$ cat src/rtl/lcd_page_arbiter.sv
// ---------------------------------------------------------------------------
// lcd_page_arbiter
//
// Purpose:
//    Shares one two-line 16x2 character LCD between NUM_REQ page requesters.
//    Requesters are served round-robin. Each winner keeps the display for at
//    least DWELL_CYCLES clock cycles. While the owner keeps requesting, its
//    text is copied live into the output buffers. When the owner drops its
//    request, the buffers hold their last contents until the dwell ends.
//
// Parameters:
//    NUM_REQ       number of page requesters (2..8)
//    DWELL_CYCLES  minimum display time per grant in clk_50mhz cycles (>= 2)
//
// Ports:
//    clk_50mhz     single clock, rising edge
//    rst_n         asynchronous, active-low reset
//    req           level request per requester
//    page_line1    line-1 text of every requester, 128 bits each, packed by index
//    page_line2    line-2 text of every requester, same packing
//    grant         one-hot owner of the display, or zero
//    ack           one-cycle pulse to the requester whose page was just latched
//    active_id     index of the most recently granted requester
//    update        one-cycle pulse whenever a new grant is latched
//    line1_buffer  registered line-1 text towards the LCD controller
//    line2_buffer  registered line-2 text towards the LCD controller
// ---------------------------------------------------------------------------
module lcd_page_arbiter #(
   parameter int NUM_REQ      = 4,
   parameter int DWELL_CYCLES = 50_000_000
) (
   input  logic                       clk_50mhz,
   input  logic                       rst_n,
   input  logic [NUM_REQ-1:0]         req,
   input  logic [NUM_REQ*128-1:0]     page_line1,
   input  logic [NUM_REQ*128-1:0]     page_line2,
   output logic [NUM_REQ-1:0]         grant,
   output logic [NUM_REQ-1:0]         ack,
   output logic [$clog2(NUM_REQ)-1:0] active_id,
   output logic                       update,
   output logic [127:0]               line1_buffer,
   output logic [127:0]               line2_buffer
);

   localparam int                ID_W     = $clog2(NUM_REQ);
   localparam int                CNT_W    = $clog2(DWELL_CYCLES);
   localparam logic [CNT_W-1:0]  CNT_LOAD = CNT_W'(DWELL_CYCLES - 1);
   localparam logic [ID_W-1:0]   ID_RESET = ID_W'(NUM_REQ - 1);
   localparam logic [127:0]      SPACES   = {16{8'h20}};

   typedef enum logic [1:0] {IDLE, SELECT, LATCH, DWELL} state_t;

   state_t               r_state;
   state_t               w_next_state;
   logic [CNT_W-1:0]     r_dwell_cnt;
   logic [ID_W-1:0]      r_active_id;
   logic [NUM_REQ-1:0]   r_ack;
   logic                 r_update;
   logic [127:0]         r_line1;
   logic [127:0]         r_line2;

   logic                 w_any_req;
   logic                 w_found_hi;
   logic [ID_W-1:0]      w_first_hi;
   logic [ID_W-1:0]      w_first_lo;
   logic [ID_W-1:0]      w_next_winner;
   logic [NUM_REQ-1:0]   w_owner_onehot;
   logic                 w_owner_req;
   logic [127:0]         w_owner_line1;
   logic [127:0]         w_owner_line2;

   assign w_any_req      = |req;
   assign w_owner_onehot = {{(NUM_REQ-1){1'b0}}, 1'b1} << r_active_id;
   assign w_owner_req    = |(req & w_owner_onehot);

   // Round-robin search. Scan requesters from the highest index down to
   // the lowest, so the last match kept is the lowest one. A requester
   // above active_id wins over any requester at or below it. This gives an
   // ascending, wrapping search that starts at active_id+1, and the current
   // owner is found last.
   always_comb begin
      w_first_hi = '0;
      w_first_lo = '0;
      w_found_hi = 1'b0;
      for (int j = NUM_REQ - 1; j >= 0; j--) begin
         if (req[j]) begin
            if (ID_W'(j) > r_active_id) begin
               w_first_hi = ID_W'(j);
               w_found_hi = 1'b1;
            end else begin
               w_first_lo = ID_W'(j);
            end
         end
      end
      w_next_winner = w_found_hi ? w_first_hi : w_first_lo;
   end

   // Select the text of the current owner from the packed page buses.
   always_comb begin
      w_owner_line1 = SPACES;
      w_owner_line2 = SPACES;
      for (int j = 0; j < NUM_REQ; j++) begin
         if (r_active_id == ID_W'(j)) begin
            w_owner_line1 = page_line1[128*j +: 128];
            w_owner_line2 = page_line2[128*j +: 128];
         end
      end
   end

   // State register.
   always_ff @(posedge clk_50mhz or negedge rst_n) begin
      if (!rst_n) begin
         r_state <= IDLE;
      end else begin
         r_state <= w_next_state;
      end
   end

   // Next-state logic. At the end of a dwell, the arbiter either returns to
   // SELECT or goes to IDLE. It decides only when the counter has reached
   // zero, so neither the owner dropping its request nor newcomers
   // arriving can change the dwell length.
   always_comb begin
      w_next_state = r_state;
      case (r_state)
         IDLE:    if (w_any_req) w_next_state = SELECT;
         SELECT:  w_next_state = w_any_req ? LATCH : IDLE;
         LATCH:   w_next_state = DWELL;
         DWELL: begin
            if (r_dwell_cnt == '0) begin
               w_next_state = w_any_req ? SELECT : IDLE;
            end
         end
         default: w_next_state = IDLE;
      endcase
   end

   // Output logic. grant is decoded from the state, so it shows the owner
   // only during LATCH and DWELL. It drops as soon as the arbiter leaves
   // the dwell or a reset arrives.
   always_comb begin
      grant = '0;
      if (r_state == LATCH || r_state == DWELL) begin
         grant = w_owner_onehot;
      end
   end

   // Datapath. The winner is stored in active_id when SELECT executes. When
   // LATCH executes, the page is copied, ack and update are pulsed, and the
   // dwell counter is loaded. During DWELL the counter counts down to zero
   // and stops there. The buffers are refreshed only while the owner is
   // still requesting.
   always_ff @(posedge clk_50mhz or negedge rst_n) begin
      if (!rst_n) begin
         r_active_id <= ID_RESET;
         r_dwell_cnt <= '0;
         r_ack       <= '0;
         r_update    <= 1'b0;
         r_line1     <= SPACES;
         r_line2     <= SPACES;
      end else begin
         r_ack    <= '0;
         r_update <= 1'b0;
         case (r_state)
            SELECT: begin
               if (w_any_req) begin
                  r_active_id <= w_next_winner;
               end
            end
            LATCH: begin
               r_line1     <= w_owner_line1;
               r_line2     <= w_owner_line2;
               r_ack       <= w_owner_onehot;
               r_update    <= 1'b1;
               r_dwell_cnt <= CNT_LOAD;
            end
            DWELL: begin
               if (r_dwell_cnt != '0) begin
                  r_dwell_cnt <= r_dwell_cnt - CNT_W'(1);
               end
               if (w_owner_req) begin
                  r_line1 <= w_owner_line1;
                  r_line2 <= w_owner_line2;
               end
            end
            default: ;
         endcase
      end
   end

   assign ack          = r_ack;
   assign update       = r_update;
   assign active_id    = r_active_id;
   assign line1_buffer = r_line1;
   assign line2_buffer = r_line2;

endmodule

$ cat config.mk
export PLATFORM = sky130hd
export DESIGN_NAME = lcd_page_arbiter
export DESIGN_NICKNAME = d
export VERILOG_FILES = /design/src/rtl/lcd_page_arbiter.sv
export SDC_FILE = /design/constraint.sdc
export NUM_CORES = 1
export LEC_CHECK = 0
export CORE_AREA = 5 5 495 497
export CTS_BUF_LIST = sky130_fd_sc_hd__clkbuf_8
export DETAILED_ROUTE_END_ITERATION = 8
export DIE_AREA = 0 0 500 502
export PLACE_DENSITY = 0.3
export SYNTH_ARGS = -nofsm -noshare
export SYNTH_HDL_FRONTEND = slang
export SYNTH_SLANG_ARGS = --single-unit
$ cat constraint.sdc
create_clock -name clk_50mhz -period 3 [get_ports clk_50mhz]
set_input_delay 0.6 -clock clk_50mhz [delete_from_list [all_inputs] [get_ports clk_50mhz]]
set_output_delay 0.6 -clock clk_50mhz [all_outputs]
set_load 0.005 [all_outputs]
Word-level counts from Yosys, hierarchy flattened
Index checks and enable logic that the tools add are counted.

cells by class
  shift operators = 1
  mux-type cells = 47
  magnitude comparators = 4
  eq/ne operators = 10
  reductions and logical operators = 12
  bitwise gates (word level) = 1
  add/subtract/negate cells = 1

operator list
  kind                                                                    count
  128-bit 2-to-1 mux                                                      10
  128-bit one-hot mux with 2 select lines                                 2
  26-bit one-hot mux with 2 select lines                                  1
  2-bit 2-to-1 mux                                                        20
  26-bit zero test                                                        1
  26-bit 2-to-1 mux                                                       1
  26-bit nonzero test                                                     1
  26-bit by 1-bit subtractor with 26-bit output (second input constant)   1
  1-bit 2-to-1 mux                                                        10
  2-bit equality test (second input constant)                             4
  4-bit 2-to-1 mux                                                        2
  2-bit one-hot mux with 4 select lines                                   1
  2-bit AND reduction                                                     4
  4-bit OR reduction                                                      2
  2-bit != test (second input constant)                                   3
  4-bit AND                                                               1
  2-bit by 1-bit equality test with 1-bit output (second input constant)  2
  1-bit by 2-bit > comparator with 1-bit output (first input constant)    2
  2-bit > comparator (first input constant)                               2
  2-bit zero test                                                         2
  1-bit by 2-bit left shift with 4-bit output (first input constant)      1
  2-bit by 1-bit != test with 1-bit output (second input constant)        1
  2-bit nonzero test                                                      1
  1-bit logical OR                                                        1

word-level totals
  register bits after elaboration = 291
  output and inout bits = 267
  input bits = 1030
  logic and storage cells = 83

Longest topological paths before layout
  word-level depth = 10
  gate-level depth with buffers = 9
  depth with buffers taken out = 7

Worst setup path before layout
Ideal clock, no wire load.

  path type = register to register
  start = register r_active_id[0], in the netlist active_id[0]
  end = register r_line1[0], in the netlist line1_buffer[0]
  buffers on the path = 3
  arrival time = 2493 ps
  data required time = 2875 ps
  stages on the path, launching flop included = 7
  slack = 382 ps
  setup time = 125 ps
  period minus slack after synthesis = 2618 ps
  path through = dfstp_2 > clkbuf_1 > mux4_2 > o21ai_1 > clkbuf_1 > clkbuf_1 > mux2_2

on the way
  word-level cells in the longest chain between the ends = 7
  elaborated cells on any way between the ends = 15
  classes of those cells = eq/ne (4); shift (1); mux (6); bitwise (1); reduce/logical (3)

RTL lines
  what                                     line  text
  from (decl)                              56    logic [ID_W-1:0] r_active_id;
  from (signal assigned)                   167   r_active_id <= w_next_winner;
  2-bit zero test                          103   if (r_active_id == ID_W'(j)) begin
  128-bit 2-to-1 mux (4 in series)         103
  128-bit 2-to-1 mux                       181   if (w_owner_req) begin
  128-bit one-hot mux with 2 select lines  164   case (r_state)
  to (signal assigned)                     171   r_line1 <= w_owner_line1;
  to (signal assigned)                     182   r_line1 <= w_owner_line1;
  to (decl)                                59    logic [127:0] r_line1;

Parallel ways exist; a longest one is shown, timed or not. The select of a mux whose other input is x is not followed.
A chain may end at the register's enable or synchronous reset.

Final worst setup path
  start = register r_active_id[0], in the netlist active_id[0]
  end = register r_line2[20], in the netlist line2_buffer[20]

on the way
  word-level cells in the longest chain between the ends = 7
  elaborated cells on any way between the ends = 15
  classes of those cells = eq/ne (4); shift (1); mux (6); bitwise (1); reduce/logical (3)

RTL lines
  what                                     line  text
  2-bit zero test                          103
  128-bit 2-to-1 mux (4 in series)         103
  128-bit 2-to-1 mux                       181
  128-bit one-hot mux with 2 select lines  164
  to (signal assigned)                     172   r_line2 <= w_owner_line2;
  to (signal assigned)                     183   r_line2 <= w_owner_line2;
  to (decl)                                60    logic [127:0] r_line2;

Parallel ways exist; a longest one is shown, timed or not. The select of a mux whose other input is x is not followed.

==> insert_results.sql <==
INSERT INTO impl_metrics (metric_group, metric, value, unit) VALUES
('yosys', 'synth_top_area_share', '0.3687', ''),
('cells_and_area', 'final_area', '36560', 'µm²'),
('route', 'detailroute.via_count', '18070', ''),
('min_path', 'timing.hold.worst.class', 'in -> async', ''),
('yosys', 'synth-adder-area-share', '0.0007174', ''),
('timing', 'unrepaired_setup_endpoints_after_global_routing', 'false', ''),
('route', 'post-route-drc-count', '0', ''),
('die', 'fp.dieH', '502', 'µm'),
('setup_path', 'worstPathCellList', 'buf_16 > buf_4 > buf_4 > buf_12 > mux4_2 > mux2_2', ''),
('yosys', 'synth_simple_gate_area_frac', '0.03142', ''),
('setup_path', 'worst_path_largest_cell_delay', '640', 'ps'),
('yosys', 'synth-warning-count', '0', ''),
('yosys', 'share_of_synthesized_area_occupied_by_flip_flops_and_latches', '0.4200', ''),
('power_and_ir_drop', 'power_per_cell_area', '823.5', 'nW/µm²'),
('yosys', 'post_synth_top_flop', 'dfrtp_1', ''),
('yosys', 'synth-xor-area-share', '0', ''),
('route', 'ant_nets', '0', ''),
('cts', 'clock_tree.root_cell', 'clkbuf_8', ''),
('setup_path', 'cp-start-kind', 'register', ''),
('cts', 'insertion_delay', '770', 'ps'),
('setup_path', 'path_buf_inv', '4', ''),
('cells_and_area', 'drive_gt1_frac', '0.3046', ''),
('place', 'numPortBuffers', '1296', ''),
('cts', 'clkSlewWorstSetupHoldPaths', '70', 'ps'),
('cells_and_area', 'layout-area-overhead-vs-synth', '109.6', '%'),
('cells_and_area', 'layout.cells.non_filler', '5737', ''),
('status', 'run_status', 'finished clean', ''),
('timing', 'period_needed', '2756', 'ps'),
('setup_path', 'cpMostUsedCell', 'buf_4', ''),
('global_routing', 'first_pass_grt_wire_length', '223300', 'µm'),
('cts', 'tritoncts', 'yes', ''),
('route', 'drtPass1Iterations', '5', ''),
('setup_path', 'critical-path-top-delay-family', 'buffers and inverters', ''),
('global_routing', 'pin_count_of_the_biggest_net_entering_global_routing', '60', ''),
('yosys', 'synth_top_cells_by_area', 'dfrtp_1 37%, mux4_2 33%, mux2_2 17%', ''),
('yosys', 'syn-mean-instance-area', '16.18', 'µm²'),
('timing', 'post-route-period-util', '0.9188', ''),
('power_and_ir_drop', 'leakagePower', '12.95', 'nW'),
('timing', 'finalHoldViolations', '0', ''),
('place', 'dp_hpwl', '160700', 'µm'),
('die', 'number_of_standard_cell_rows_in_the_floorplan', '180', ''),
('yosys', 'synth_compound_gate_area_share', '0.02547', ''),
('setup_path', 'critPathRequiredTime', '3630', 'ps'),
('yosys', 'synth_top_family_by_area', 'multiplexers', ''),
('run', 'maxcap_viol_count', '0', ''),
('route', 'postRouteWirelength', '180700', 'µm'),
('die', 'effective_utilization_at_floorplan', '0.07271', ''),
('timing', 'slew-limit-headroom', '0.4364', ''),
('die', 'area_of_the_die', '251000', 'µm²'),
('yosys', 'mappedNetlistArea', '17440', 'µm²'),
('route', 'drt-initial-drc-count', '1079', ''),
('setup_path', 'critPathCaptureType', 'register', ''),
('cts', 'cts-root-to-sink-buffers', '3', ''),
('global_routing', 'antenna_violations_before_repair', '202', ''),
('cells_and_area', 'net_total_in_the_final_layout', '3499', ''),
('yosys', 'synthCells', '1078', ''),
('yosys', 'synth.distinct_cells', '52', ''),
('yosys', 'synth_edf_count', '0', ''),
('place', 'placed_cells', '5571', ''),
('setup_path', 'cp.arrival', '3380', 'ps'),
('timing', 'tightest_slew', '838.9', 'ps'),
('timing', 'setup_tns', '0', 'ps'),
('setup_path', 'cpMaxStageDelayCell', 'dfstp_4', ''),
('power_and_ir_drop', 'ir_worst_vdd', '378.6', 'µV'),
('setup_path', 'timing_worst_setup_path_type', 'reg -> reg', ''),
('global_routing', 'number_of_global_route_vias_before_repair', '19485', ''),
('yosys', 'post_synth_most_frequent_cells', '257 x dfrtp_1, 257 x mux4_2, 256 x mux2_2', ''),
('yosys', 'synth.area.mux_share', '0.4977', ''),
('timing', 'finalMaxSlewViolations', '0', ''),
('place', 'placed_area', '35110', 'µm²'),
('cells_and_area', 'fill_cells', '26825', '');
## stage by stage
step / power (W) / hold slack (ps) / setup WS, ps / util
floorplan: 0.01559 / 304.4 / 381.9 / -
global placement: 0.02592 / 478.0 / 72.06 / 0.1464
detailed placement: 0.02587 / 488.3 / 56.99 / 0.1464
CTS: 0.03102 / 192.0 / 81.51 / 0.1521
global route: 0.03201 / 261.5 / 121.7 / 0.1523
finish: 0.03011 / 343.4 / 243.6 / 0.1524
## layout by cell type (no fill, tap or decap), drive strengths merged, types with 3 or more instances in the layout
| master | synthesis | final |
|---|---|---|
| clkdlybuf4s50 | 0 | 1290 |
| clkinv | 2 | 6 |
| and2 | 3 | 3 |
| nor3 | 15 | 15 |
| o31ai | 4 | 4 |
| inv | 10 | 45 |
| mux4 | 257 | 257 |
| nand2 | 14 | 14 |
| o311ai | 3 | 3 |
| nand3 | 6 | 6 |
| clkbuf | 69 | 77 |
| o21ai | 12 | 12 |
| dlygate4sd2 | 0 | 5 |
| nor4 | 6 | 6 |
| o41ai | 3 | 3 |
| clkinvlp | 0 | 4 |
| a311oi | 5 | 5 |
| and3 | 8 | 8 |
| dfstp | 34 | 34 |
| mux2 | 256 | 256 |
| a21oi | 4 | 4 |
| nor2 | 23 | 23 |
| a31oi | 12 | 12 |
| dfrtp | 257 | 257 |
| o22ai | 3 | 3 |
| diode | 0 | 34 |
| buf | 30 | 123 |
| or4 | 8 | 8 |
| or3 | 7 | 7 |
## flip-flops by register name, indices dropped and copies added (netlist names), named ones only
register and count:
active_id 2, r_dwell_cnt 26, ack 4, line2_buffer 128
r_state 1, line1_buffer 128, update 1
## layer usage
metal | GRT usage | up-vias | share of wire
met4 | 0.03859 | 124 | 0.024
li1 | - | 7272 | -
met3 | 0.07202 | 367 | 0.12
met2 | 0.2283 | 1162 | 0.47
met1 | 0.1559 | 9145 | 0.37
met5 | 0 | - | 0.0045
## worst paths after layout
path	startpoint	to	slack, ps	cells after the start
max in group asynchronous	rst_n	line2_buffer[5]	1760	4
hold / removal	rst_n	r_state[0]	340	2
hold reg to reg	line1_buffer[4]	line1_buffer[4]	500	1
min in group clk_50mhz	line1_buffer[4]	line1_buffer[4]	500	1
setup reg to reg	active_id[0]	line2_buffer[20]	240	6
setup / recovery	active_id[0]	line2_buffer[20]	240	6
## power breakdown
part / internal, W / total, W / switching, W
registers: 0.00610 / 0.00736 / 0.00126
clock network: 0.00233 / 0.00459 / 0.00226
logic: 0.0108 / 0.0182 / 0.00741
## worst reg2reg max path, delay by kind of cell, from the launching register on
family / cells / cell delay [ps]
DFF: 1 / 640
buffers and inverters: 4 / 980
muxes: 2 / 1010
## kinds of logic after synthesis
logic type | count (synthesis)
AO/OA/AOI/OAI | 60
adder cells (fa/ha/maj) | 1
buffers and inverters | 111
flip-flops | 291
multiplexers | 514
AND/OR/NAND/NOR | 101
## cell type report
| cell class | count | area (µm²) | share of cell area |
|---|---|---|---|
| inverter | 12 | 48.80 | 0.001335 |
| tap | 3185 | 3985 | 0.1090 |
| clock inverter | 43 | 187.7 | 0.005133 |
| clock buffer | 77 | 1060 | 0.02898 |
| multi-input combinational | 676 | 9697 | 0.2652 |
| antenna | 34 | 85.08 | 0.002327 |
| sequential | 291 | 7333 | 0.2006 |
| timing repair buffer | 1419 | 14170 | 0.3875 |
## what timing repair did
action,in CTS,in global routing
hold buffers,1,0
gates resized for setup,14,0
hold endpoints to repair,46,0
setup endpoints to repair,6,0
setup buffers,11,0
Note: power is estimated with default switching activity, not from simulation.
